--- src/rtl/uart_rx_fifo_if.sv ---
// uart_rx_fifo_if
//   Bundles the signals between the UART receiver, the receive FIFO and the
//   host-side consumer. Clock and reset are kept as plain ports on the FIFO.
//
//   Receiver side : in_data, in_valid, in_parity_err, in_frame_err
//   Consumer side : rd_data, rd_parity_err, rd_frame_err, rd_valid, rd_ready
//   Status/control: count, full, overrun, clr_overrun, drop_cnt
//
//   modport slave  : the FIFO itself
//   modport master : the environment (receiver, consumer, status reader)
interface uart_rx_fifo_if #(
    parameter int DATA_BITS = 8,
    parameter int DEPTH     = 16
);
    localparam int CW = $clog2(DEPTH) + 1;

    logic [DATA_BITS-1:0] in_data;
    logic                 in_valid;
    logic                 in_parity_err;
    logic                 in_frame_err;

    logic [DATA_BITS-1:0] rd_data;
    logic                 rd_parity_err;
    logic                 rd_frame_err;
    logic                 rd_valid;
    logic                 rd_ready;

    logic [CW-1:0]        count;
    logic                 full;
    logic                 overrun;
    logic                 clr_overrun;
    logic [7:0]           drop_cnt;

    modport slave (
        input  in_data, in_valid, in_parity_err, in_frame_err,
        input  rd_ready, clr_overrun,
        output rd_data, rd_parity_err, rd_frame_err, rd_valid,
        output count, full, overrun, drop_cnt
    );

    modport master (
        output in_data, in_valid, in_parity_err, in_frame_err,
        output rd_ready, clr_overrun,
        input  rd_data, rd_parity_err, rd_frame_err, rd_valid,
        input  count, full, overrun, drop_cnt
    );
endinterface

--- src/rtl/uart_rx_fifo.sv ---
// uart_rx_fifo
//   Receive buffer between the UART receiver and the host consumer. Each
//   in_valid strobe stores {frame_err, parity_err, data} in a DEPTH-entry
//   queue; the head entry is presented show-ahead on a valid/ready port.
//   The receiver cannot be stalled, so a character arriving while the queue
//   is full (and no read happens that cycle) is lost and sets sticky overrun.
//
//   Ports:
//     clk    : clock
//     reset  : asynchronous, active-high reset
//     bus    : uart_rx_fifo_if.slave (input strobe, read port, status)
//
//   Build option UART_RX_FIFO_DROP_ERR_EN:
//     defined   - characters with a parity or framing error are discarded,
//                 counted in drop_cnt (saturating at 255), never cause
//                 overrun; rd_parity_err / rd_frame_err read as 0.
//     undefined - every character is stored with its flags; drop_cnt = 0.
module uart_rx_fifo #(
    parameter int DATA_BITS = 8,
    parameter int DEPTH     = 16
) (
    input  logic          clk,
    input  logic          reset,
    uart_rx_fifo_if.slave bus
);
    localparam int AW = $clog2(DEPTH);
    localparam int CW = AW + 1;
    localparam int EW = DATA_BITS + 2;

    localparam logic [AW-1:0] PTR_ONE  = AW'(1);
    localparam logic [CW-1:0] CNT_ONE  = CW'(1);
    localparam logic [CW-1:0] CNT_FULL = CW'(DEPTH);

    logic [EW-1:0] mem_q [DEPTH];
    logic [EW-1:0] mem_d [DEPTH];
    logic [AW-1:0] wr_ptr_q, wr_ptr_d;
    logic [AW-1:0] rd_ptr_q, rd_ptr_d;
    logic [CW-1:0] count_q, count_d;
    logic          overrun_q, overrun_d;

    logic          full;
    logic          empty;
    logic          rd_fire;
    logic          in_drop;
    logic          wr_en;
    logic [EW-1:0] head;

    assign full    = (count_q == CNT_FULL);
    assign empty   = (count_q == '0);
    assign rd_fire = !empty && bus.rd_ready;

`ifdef UART_RX_FIFO_DROP_ERR_EN
    logic [7:0] drop_cnt_q, drop_cnt_d;

    assign in_drop = bus.in_valid && (bus.in_parity_err || bus.in_frame_err);

    always_comb begin
        drop_cnt_d = drop_cnt_q;
        if (in_drop && (drop_cnt_q != 8'hFF)) begin
            drop_cnt_d = drop_cnt_q + 8'd1;
        end
    end

    always_ff @(posedge clk or posedge reset) begin
        if (reset) begin
            drop_cnt_q <= '0;
        end else begin
            drop_cnt_q <= drop_cnt_d;
        end
    end

    assign bus.drop_cnt = drop_cnt_q;
`else
    assign in_drop      = 1'b0;
    assign bus.drop_cnt = '0;
`endif

    // A full queue can still take a character when the head leaves in the
    // same cycle; the freed slot is reused immediately.
    assign wr_en = bus.in_valid && !in_drop && (!full || rd_fire);

    always_comb begin
        mem_d     = mem_q;
        wr_ptr_d  = wr_ptr_q;
        rd_ptr_d  = rd_ptr_q;
        count_d   = count_q;
        overrun_d = overrun_q;

        if (wr_en) begin
            mem_d[wr_ptr_q] = {bus.in_frame_err, bus.in_parity_err, bus.in_data};
            wr_ptr_d        = wr_ptr_q + PTR_ONE;
        end
        if (rd_fire) begin
            rd_ptr_d = rd_ptr_q + PTR_ONE;
        end

        if (wr_en && !rd_fire) begin
            count_d = count_q + CNT_ONE;
        end else if (!wr_en && rd_fire) begin
            count_d = count_q - CNT_ONE;
        end

        // A lost character outranks a clear in the same cycle.
        if (bus.in_valid && !in_drop && full && !rd_fire) begin
            overrun_d = 1'b1;
        end else if (bus.clr_overrun) begin
            overrun_d = 1'b0;
        end
    end

    always_ff @(posedge clk or posedge reset) begin
        if (reset) begin
            wr_ptr_q  <= '0;
            rd_ptr_q  <= '0;
            count_q   <= '0;
            overrun_q <= 1'b0;
        end else begin
            wr_ptr_q  <= wr_ptr_d;
            rd_ptr_q  <= rd_ptr_d;
            count_q   <= count_d;
            overrun_q <= overrun_d;
        end
    end

    // Storage needs no reset: stale contents are unreachable once the
    // pointers and count are cleared.
    always_ff @(posedge clk) begin
        mem_q <= mem_d;
    end

    assign head = mem_q[rd_ptr_q];

    assign bus.rd_data  = head[DATA_BITS-1:0];
    assign bus.rd_valid = !empty;
    assign bus.count    = count_q;
    assign bus.full     = full;
    assign bus.overrun  = overrun_q;

`ifdef UART_RX_FIFO_DROP_ERR_EN
    logic unused_head_flags;
    assign unused_head_flags  = ^head[EW-1:DATA_BITS];
    assign bus.rd_parity_err  = 1'b0;
    assign bus.rd_frame_err   = 1'b0;
`else
    assign bus.rd_parity_err  = head[DATA_BITS];
    assign bus.rd_frame_err   = head[DATA_BITS+1];
`endif
endmodule

--- src/flat_wrapper.sv ---
// flat-port wrapper written by rule: the top's interface ports become plain ports
module uart_rx_fifo_flat 
#(
    parameter int DATA_BITS = 8,
    parameter int DEPTH     = 16
)
  (clk, reset, bus_in_data, bus_in_valid, bus_in_parity_err, bus_in_frame_err, bus_rd_ready, bus_clr_overrun, bus_rd_data, bus_rd_parity_err, bus_rd_frame_err, bus_rd_valid, bus_count, bus_full, bus_overrun, bus_drop_cnt);
  uart_rx_fifo_if #(.DATA_BITS(DATA_BITS), .DEPTH(DEPTH)) bus_i ();
  input  logic clk;
  input  logic reset;
  input wire logic [$bits(bus_i.in_data)-1:0] bus_in_data;
  input wire logic [$bits(bus_i.in_valid)-1:0] bus_in_valid;
  input wire logic [$bits(bus_i.in_parity_err)-1:0] bus_in_parity_err;
  input wire logic [$bits(bus_i.in_frame_err)-1:0] bus_in_frame_err;
  input wire logic [$bits(bus_i.rd_ready)-1:0] bus_rd_ready;
  input wire logic [$bits(bus_i.clr_overrun)-1:0] bus_clr_overrun;
  output wire logic [$bits(bus_i.rd_data)-1:0] bus_rd_data;
  output wire logic [$bits(bus_i.rd_parity_err)-1:0] bus_rd_parity_err;
  output wire logic [$bits(bus_i.rd_frame_err)-1:0] bus_rd_frame_err;
  output wire logic [$bits(bus_i.rd_valid)-1:0] bus_rd_valid;
  output wire logic [$bits(bus_i.count)-1:0] bus_count;
  output wire logic [$bits(bus_i.full)-1:0] bus_full;
  output wire logic [$bits(bus_i.overrun)-1:0] bus_overrun;
  output wire logic [$bits(bus_i.drop_cnt)-1:0] bus_drop_cnt;
  assign bus_i.in_data = bus_in_data;
  assign bus_i.in_valid = bus_in_valid;
  assign bus_i.in_parity_err = bus_in_parity_err;
  assign bus_i.in_frame_err = bus_in_frame_err;
  assign bus_i.rd_ready = bus_rd_ready;
  assign bus_i.clr_overrun = bus_clr_overrun;
  assign bus_rd_data = bus_i.rd_data;
  assign bus_rd_parity_err = bus_i.rd_parity_err;
  assign bus_rd_frame_err = bus_i.rd_frame_err;
  assign bus_rd_valid = bus_i.rd_valid;
  assign bus_count = bus_i.count;
  assign bus_full = bus_i.full;
  assign bus_overrun = bus_i.overrun;
  assign bus_drop_cnt = bus_i.drop_cnt;
  uart_rx_fifo #(.DATA_BITS(DATA_BITS), .DEPTH(DEPTH)) u_core (.clk(clk), .reset(reset), .bus(bus_i));
endmodule
--- config.mk ---
export PLATFORM = sky130hd
export DESIGN_NAME = uart_rx_fifo_flat
export DESIGN_NICKNAME = d
export VERILOG_FILES = /design/src/rtl/uart_rx_fifo_if.sv /design/src/rtl/uart_rx_fifo.sv /design/src/flat_wrapper.sv
export SDC_FILE = /design/constraint.sdc
export NUM_CORES = 1
export LEC_CHECK = 0
export BUFFER_PORTS_ARGS = -buffer_cell sky130_fd_sc_hd__clkbuf_2
export CELL_PAD_IN_SITES_DETAIL_PLACEMENT = 1
export CELL_PAD_IN_SITES_GLOBAL_PLACEMENT = 1
export CORE_ASPECT_RATIO = 0.9
export CORE_UTILIZATION = 42
export DETAILED_ROUTE_END_ITERATION = 8
export PLACE_DENSITY = 0.68
export RECOVER_POWER = 25
export SETUP_SLACK_MARGIN = 0.05
export SYNTH_ARGS = -nofsm -noshare
export SYNTH_HDL_FRONTEND = slang
export SYNTH_SLANG_ARGS = --single-unit
--- constraint.sdc ---
create_clock -name clk -period 3.1 [get_ports clk]
set_input_delay 0.31 -clock clk [delete_from_list [all_inputs] [get_ports clk]]
set_output_delay 0.31 -clock clk [all_outputs]
set_load 0.05 [all_outputs]
Word level (Yosys, flattened, before mapping) --
Index checks and enable logic that the tools add are counted.
Word-level totals: bits of input ports 15, output and inout bits 26, register bits 174
Operators by class: reductions and logical operators 15, order comparisons 3, $add $sub $neg 4, bitwise logic cells 2, equality and inequality tests 1, mux-type cells 10
Operators with widths (count):
- $bwmux W160 | 1
- $bmux W10 S4 | 1
- $demux W10 S4 | 1
- $mux W10 | 3
- $ge A5 B5 Y1 const B | 2
- $mux W5 | 2
- $not A4 Y5 | 2
- $add A4 B1 Y4 const B | 2
- $logic_and A1 B1 Y1 | 7
- $add A5 B1 Y5 const B | 1
- $eq A5 B5 Y1 const B | 1
- $logic_not A5 Y1 | 1
- $lt A5 B1 Y1 const B | 1
- $sub A5 B1 Y5 const B | 1
- $logic_not A1 Y1 | 4
- $reduce_bool A2 Y1 | 2
- $mux W1 | 2
- $logic_or A1 B1 Y1 | 1

Logic depth before layout (Yosys ltp) --
word-level depth 9, gate-level depth with buffers 10

Worst setup path after synthesis --
OpenSTA, ideal clock, no wires.
path type reg-to-reg, start register u_core.count_q[0], in the netlist u_core.bus.count[0], end register u_core.count_q[4], in the netlist u_core.bus.count[4], arrival 2.996 ns, required time 2.955 ns, buffers on the path 0, setup slack -0.041 ns, setup time 0.145 ns, cell stages (with the launch flop) 11, cells stage by stage dfrtp_1 -> nor4_4 -> nand2b_1 -> nand2_2 -> ha_1 -> inv_1 -> fa_1 -> a21o_1 -> a21oi_1 -> mux2i_1 -> xnor2_1
Between the ends: word-level cells in the longest chain between the ends 8, elaborated cells between the ends (all ways) 16, those cells by class add/sub (2); eq/ne (1); mux (2); reduce/logical (11)
Ends and longest elaborated chain:
- start, declared | RTL line uart_rx_fifo.sv:38 | logic [CW-1:0] count_q, count_d;
- start signal, assigned | RTL line uart_rx_fifo.sv:120 | count_q <= count_d;
- $logic_not A5 Y1 * | RTL line uart_rx_fifo.sv:49 | assign empty = (count_q == '0);
- $logic_not A1 Y1 *
- via bus_rd_valid | RTL line flat_wrapper.sv:20 | output wire logic [$bits(bus_i.rd_valid)-1:0] bus_rd_valid;
- $logic_and A1 B1 Y1 * | RTL line uart_rx_fifo.sv:50 | assign rd_fire = !empty && bus.rd_ready;
- $logic_or A1 B1 Y1 | RTL line uart_rx_fifo.sv:80 | assign wr_en = bus.in_valid && !in_drop && (!full || rd_fire);
- $logic_and A1 B1 Y1 | RTL line uart_rx_fifo.sv:80
- $logic_not A1 Y1 | RTL line uart_rx_fifo.sv:99 | end else if (!wr_en && rd_fire) begin
- $logic_and A1 B1 Y1 | RTL line uart_rx_fifo.sv:99
- $reduce_bool A2 Y1 (no source line)
The timed path passes the listed nets; every way through them passes the cells marked *. The select of a mux whose other input is x is not followed. A chain may end at the register's enable or synchronous reset.

Worst setup path in the final report --
start register u_core.rd_ptr_q[0], end output port bus_rd_data[2]
Between the ends: word-level cells in the longest chain between the ends 4
Ends and longest elaborated chain:
- start, declared | RTL line uart_rx_fifo.sv:37 | logic [AW-1:0] rd_ptr_q, rd_ptr_d;
- start signal, assigned | RTL line uart_rx_fifo.sv:119 | rd_ptr_q <= rd_ptr_d;
- $not A4 Y5 (implied by the code) | RTL line uart_rx_fifo.sv:131 | assign head = mem_q[rd_ptr_q];
- $bmux W10 S4 | RTL line uart_rx_fifo.sv:131
- $mux W10 (implied by the code) (2 in a row) | RTL line uart_rx_fifo.sv:131
- end, declared | RTL line flat_wrapper.sv:17 | output wire logic [$bits(bus_i.rd_data)-1:0] bus_rd_data;
No other way between the ends. The select of a mux whose other input is x is not followed.

==> report_table.html <==
<table>
<tr><th>Metric</th><th>Value</th></tr>
<tr><th colspan="2">Run status</th></tr>
<tr><td>Outcome</td><td>finished, violations left</td></tr>
<tr><td>Failing checks</td><td>DRC</td></tr>
<tr><th colspan="2">Die</th></tr>
<tr><td>Die area</td><td>approximately 17000 um2</td></tr>
<tr><td>Initial standard-cell utilization of the core</td><td>between 40% and 50%</td></tr>
<tr><td>Y dimension of the die</td><td>between 100 and 150 um</td></tr>
<tr><td>Placement row count</td><td>44</td></tr>
<tr><td>Core area</td><td>around 16000 um2</td></tr>
<tr><td>Top-level I/O count</td><td>around 40</td></tr>
<tr><td>Die Span X</td><td>around 140 um</td></tr>
<tr><th colspan="2">Critical path</th></tr>
<tr><td>Required time of the worst setup path</td><td>~2.8 ns</td></tr>
<tr><td>Capturing point of the worst reg2reg path</td><td>u_core.bus.count[4]</td></tr>
<tr><td>Depth of the worst register-to-register path</td><td>10</td></tr>
<tr><td>Slack of the worst reg-to-reg path</td><td>between 0.3 and 0.4 ns</td></tr>
<tr><td>Type of element capturing the critical path</td><td>output pin</td></tr>
<tr><td>Kind of launch point of the worst setup path</td><td>flip-flop</td></tr>
<tr><td>Data arrival time of the critical path</td><td>~2.5 ns</td></tr>
<tr><td>Worst setup path category</td><td>reg2out</td></tr>
<tr><td>R2R Path Start</td><td>u_core.bus.count[0]</td></tr>
<tr><td>Largest driver fanout on the critical path</td><td>17</td></tr>
<tr><th colspan="2">Power and ir drop</th></tr>
<tr><td>Power density relative to cell area</td><td>around 1000 nW/um2</td></tr>
<tr><td>PnR Total Power</td><td>8.24 mW</td></tr>
<tr><td>Worst voltage drop across the vdd grid</td><td>482 uV</td></tr>
<tr><td>Cell leakage power</td><td>roughly 2.8 nW</td></tr>
<tr><th colspan="2">Global route</th></tr>
<tr><td>Vias in the first global route</td><td>~3900</td></tr>
<tr><td>Leftover overflow at the end of global routing</td><td>0</td></tr>
<tr><td>Tot GR Track Use</td><td>about a fifth</td></tr>
<tr><td>Pin count of the biggest net entering global routing</td><td>29</td></tr>
<tr><td>Wire length of the first global-routing pass</td><td>23500 um</td></tr>
<tr><td>Initial antenna violation count</td><td>0</td></tr>
<tr><th colspan="2">Placed design</th></tr>
<tr><td>Number of buffers inserted by port buffering</td><td>32</td></tr>
<tr><td>Detail Placement HPWL</td><td>9670 um</td></tr>
<tr><td>Placed inst area</td><td>7520 um2</td></tr>
<tr><td>Setup slack after placement</td><td>between 0.3 and 0.4 ns</td></tr>
<tr><td>DP Cell Count</td><td>630</td></tr>
<tr><td>Final weighted congestion in routability-driven placement</td><td>approximately 0.77</td></tr>
<tr><th colspan="2">Timing</th></tr>
<tr><td>Final period util</td><td>approximately nine tenths</td></tr>
<tr><td>Unrepaired setup endpoints after global routing</td><td>false</td></tr>
<tr><td>Final min period</td><td>roughly 2.8 ns</td></tr>
<tr><td>Worst slew margin</td><td>around 22%</td></tr>
<tr><td>Final count of hold timing violations</td><td>0</td></tr>
<tr><td>Total negative setup slack</td><td>0 ns</td></tr>
<tr><td>Maximum clock rate</td><td>roughly 350 MHz</td></tr>
<tr><td>Pins Over Slew Limit</td><td>0</td></tr>
<tr><td>Final hold slack</td><td>0.0524 ns</td></tr>
<tr><td>Worst-Margin Slew</td><td>roughly 1.2 ns</td></tr>
<tr><td>Worst Clk Skew</td><td>around 0.0088 ns</td></tr>
<tr><td># setup viols final</td><td>0</td></tr>
<tr><td>Least setup slack across all paths after layout</td><td>around 0.27 ns</td></tr>
<tr><th colspan="2">Finish</th></tr>
<tr><td>Nets@finish</td><td>roughly 470</td></tr>
<tr><td>Share of layout cells above drive strength 1</td><td>between 20% and 30%</td></tr>
<tr><td>Final Instance Area</td><td>a little over 8000 um2</td></tr>
<tr><td>Most frequent cells in the layout</td><td>160 x edfxtp_1, 41 x mux2i_1, 25 x clkbuf_2, 20 x mux4_2, 20 x buf_4</td></tr>
<tr><td>Number of fillers in the final layout</td><td>between 1500 and 2000</td></tr>
<tr><td>Number of standard cells in the final layout excluding fillers</td><td>approximately 660</td></tr>
<tr><td>Area overhead of the layout relative to synthesis</td><td>14.4%</td></tr>
<tr><td>Most common library cell in the layout ignoring fill and taps</td><td>edfxtp_1</td></tr>
<tr><td>Antenna fix cells</td><td>0</td></tr>
<tr><td>Utilization after layout</td><td>between 40% and 50%</td></tr>
<tr><th colspan="2">Yosys</th></tr>
<tr><td>Post-Synthesis Cell Area</td><td>around 7000 um2</td></tr>
<tr><td>Number of synthesized register bits</td><td>between 150 and 200</td></tr>
<tr><td>Top cell type's share of synthesized area</td><td>roughly two thirds</td></tr>
<tr><td>Main area contributors after synthesis</td><td>edfxtp_1 68%, mux4_2 6.4%, mux2i_1 5.8%, dfrtp_1 5.0%, a221oi_1 2.2%</td></tr>
<tr><td>Number of distinct library cells after synthesis</td><td>36</td></tr>
<tr><td>Most area-hungry cell type in the Yosys netlist</td><td>edfxtp_1</td></tr>
<tr><td>Avg Synthesized Cell Area</td><td>about 18 um2</td></tr>
<tr><td>Warnings, synthesis</td><td>0</td></tr>
<tr><td>Post-synthesis sequential area ratio</td><td>between 70 and 80%</td></tr>
<tr><td>Post-synthesis cell count</td><td>389</td></tr>
<tr><th colspan="2">Drt</th></tr>
<tr><td>Final WL</td><td>about 15000 um</td></tr>
<tr><td>Vias</td><td>~3700</td></tr>
<tr><td>Count of unresolved DRC violations after routing</td><td>4</td></tr>
<tr><td>Routed length per instance</td><td>approximately 23 um</td></tr>
<tr><td>Iter 0 DRT Violations</td><td>290</td></tr>
<tr><td>Final antenna-violating net count</td><td>0</td></tr>
<tr><td>Number of iterations in the first detailed-routing pass</td><td>9</td></tr>
<tr><td>Ratio of routed vias to standard cells</td><td>around 5.6</td></tr>
<tr><th colspan="2">Hold path</th></tr>
<tr><td>Hold Startpoint</td><td>bus_clr_overrun</td></tr>
<tr><td>Depth of the worst hold-timing path</td><td>2</td></tr>
<tr><td>Worst hold-check path type</td><td>in2reg</td></tr>
<tr><td>Sink of the worst hold path</td><td>u_core.bus.overrun</td></tr>
<tr><th colspan="2">Clock network</th></tr>
<tr><td>Maximum buffer depth of the clock tree</td><td>2</td></tr>
<tr><td>Latest clock arrival within the worst-skew pair</td><td>0.43 ns</td></tr>
<tr><td>Buffers inserted during post-CTS setup optimization</td><td>0</td></tr>
<tr><td>TritonCTS Sinks</td><td>about 170</td></tr>
<tr><td>TritonCTS clock tree</td><td>built</td></tr>
<tr><td>Number of H-tree levels</td><td>4</td></tr>
<tr><td>TritonCTS buffer count</td><td>17</td></tr>
<tr><td>Clock Tree Root</td><td>clkbuf_16</td></tr>
<tr><td>Register clock-pin slew on the reported worst setup and hold paths</td><td>~0.060 ns</td></tr>
<tr><th colspan="2">Flow run</th></tr>
<tr><td>Max-capacitance violation count</td><td>0</td></tr>
</table>
==> timing repair <==
action / CTS / global route
endpoints found under the setup margin: 0 / 1
endpoints found under the hold margin: 14 / 0
resized for setup: 0 / 1
hold buffers: 1 / 0
==> power breakdown <==
part	leakage (nW)	internal [mW]	total [mW]	switching [mW]
Clock	0.272	1.18	2.07	0.894
Combinational	0.961	1.06	3.06	1.99
Sequential	1.61	2.88	3.11	0.230
Total	2.84	5.12	8.24	3.12
==> flip-flops by register name (all words and copies together) (netlist names) <==
signal              flops
u_core.mem_q          160
u_core.bus.overrun      1
u_core.wr_ptr_q         4
u_core.bus.count        5
u_core.rd_ptr_q         4
==> final cells by class <==
class	count	area (um2)	share of cell area, %
Sequential cell	174	5160	63.7
Inverter	9	33.8	0.417
Multi-Input combinational cell	187	1740	21.5
Tap cell	207	259	3.20
Timing Repair Buffer	54	332	4.10
Clock inverter	15	143	1.76
Clock buffer	17	425	5.26
==> cell usage after synthesis (all sizes together) <==
| master | count |
|---|---|
| edfxtp | 160 |
| mux2i | 41 |
| a221oi | 20 |
| mux4 | 20 |
| nand2 | 20 |
| buf | 17 |
| dfrtp | 14 |
| nor2 | 14 |
| o21ai | 13 |
| a22oi | 10 |
| clkbuf | 9 |
| ha | 9 |
| xnor2 | 9 |
| inv | 8 |
| nor3 | 4 |
| nand2b | 3 |
| a21o | 2 |
| a21oi | 2 |
| mux2 | 2 |
| nand4 | 2 |
| a31oi | 1 |
| and2 | 1 |
| clkinv | 1 |
| conb | 1 |
| fa | 1 |
| nand3 | 1 |
| nor2b | 1 |
| nor4 | 1 |
| o32ai | 1 |
| xor2 | 1 |
==> critical path, cell delays in order (launching register included) <==
cell and delay (ns):
dfrtp_4 0.56, buf_4 0.39, mux4_2 0.59, a22oi_1 0.20
nand2_1 0.10, clkbuf_2 0.25
==> per-layer routing <==
layer	vias to the layer above	routed length [um]	track usage (%)
met3	22	721	4.63
met4	0	306	6.60
met5	-	0	0
li1	1644	-	-
met1	1932	7080	26.3
met2	100	7120	29.0
==> worst max path at each step <==
stage	from	end	slack (ns)	depth (start not counted)
after floorplan	u_core.bus.count[0]	u_core.bus.count[4]	0.14	10
after global placement	u_core.bus.count[0]	u_core.bus.count[4]	0.46	10
after detailed placement	u_core.bus.count[0]	u_core.bus.count[4]	0.38	10
after CTS	u_core.rd_ptr_q[2]	bus_rd_data[3]	0.19	6
after global routing	u_core.rd_ptr_q[0]	bus_rd_parity_err	0.10	5
final	u_core.rd_ptr_q[0]	bus_rd_data[2]	0.27	5
==> cells by family (layout without fill, tap and decap cells) <==
logic type | count (synthesis) | in the layout | share of synthesized area [%]
AOI/OAI and AO/OA | 49 | 49 | 5.41
other | 1 | 8 | 0.0530
muxes | 63 | 63 | 12.5
xor gates and xnor gates | 10 | 10 | 1.24
adders and majority gates | 10 | 10 | 1.88
DFF | 174 | 174 | 72.9
buffers and inverters | 35 | 95 | 2.92
and+or+nand+nor | 47 | 47 | 3.11
Note: power is estimated with default switching activity, not from simulation.
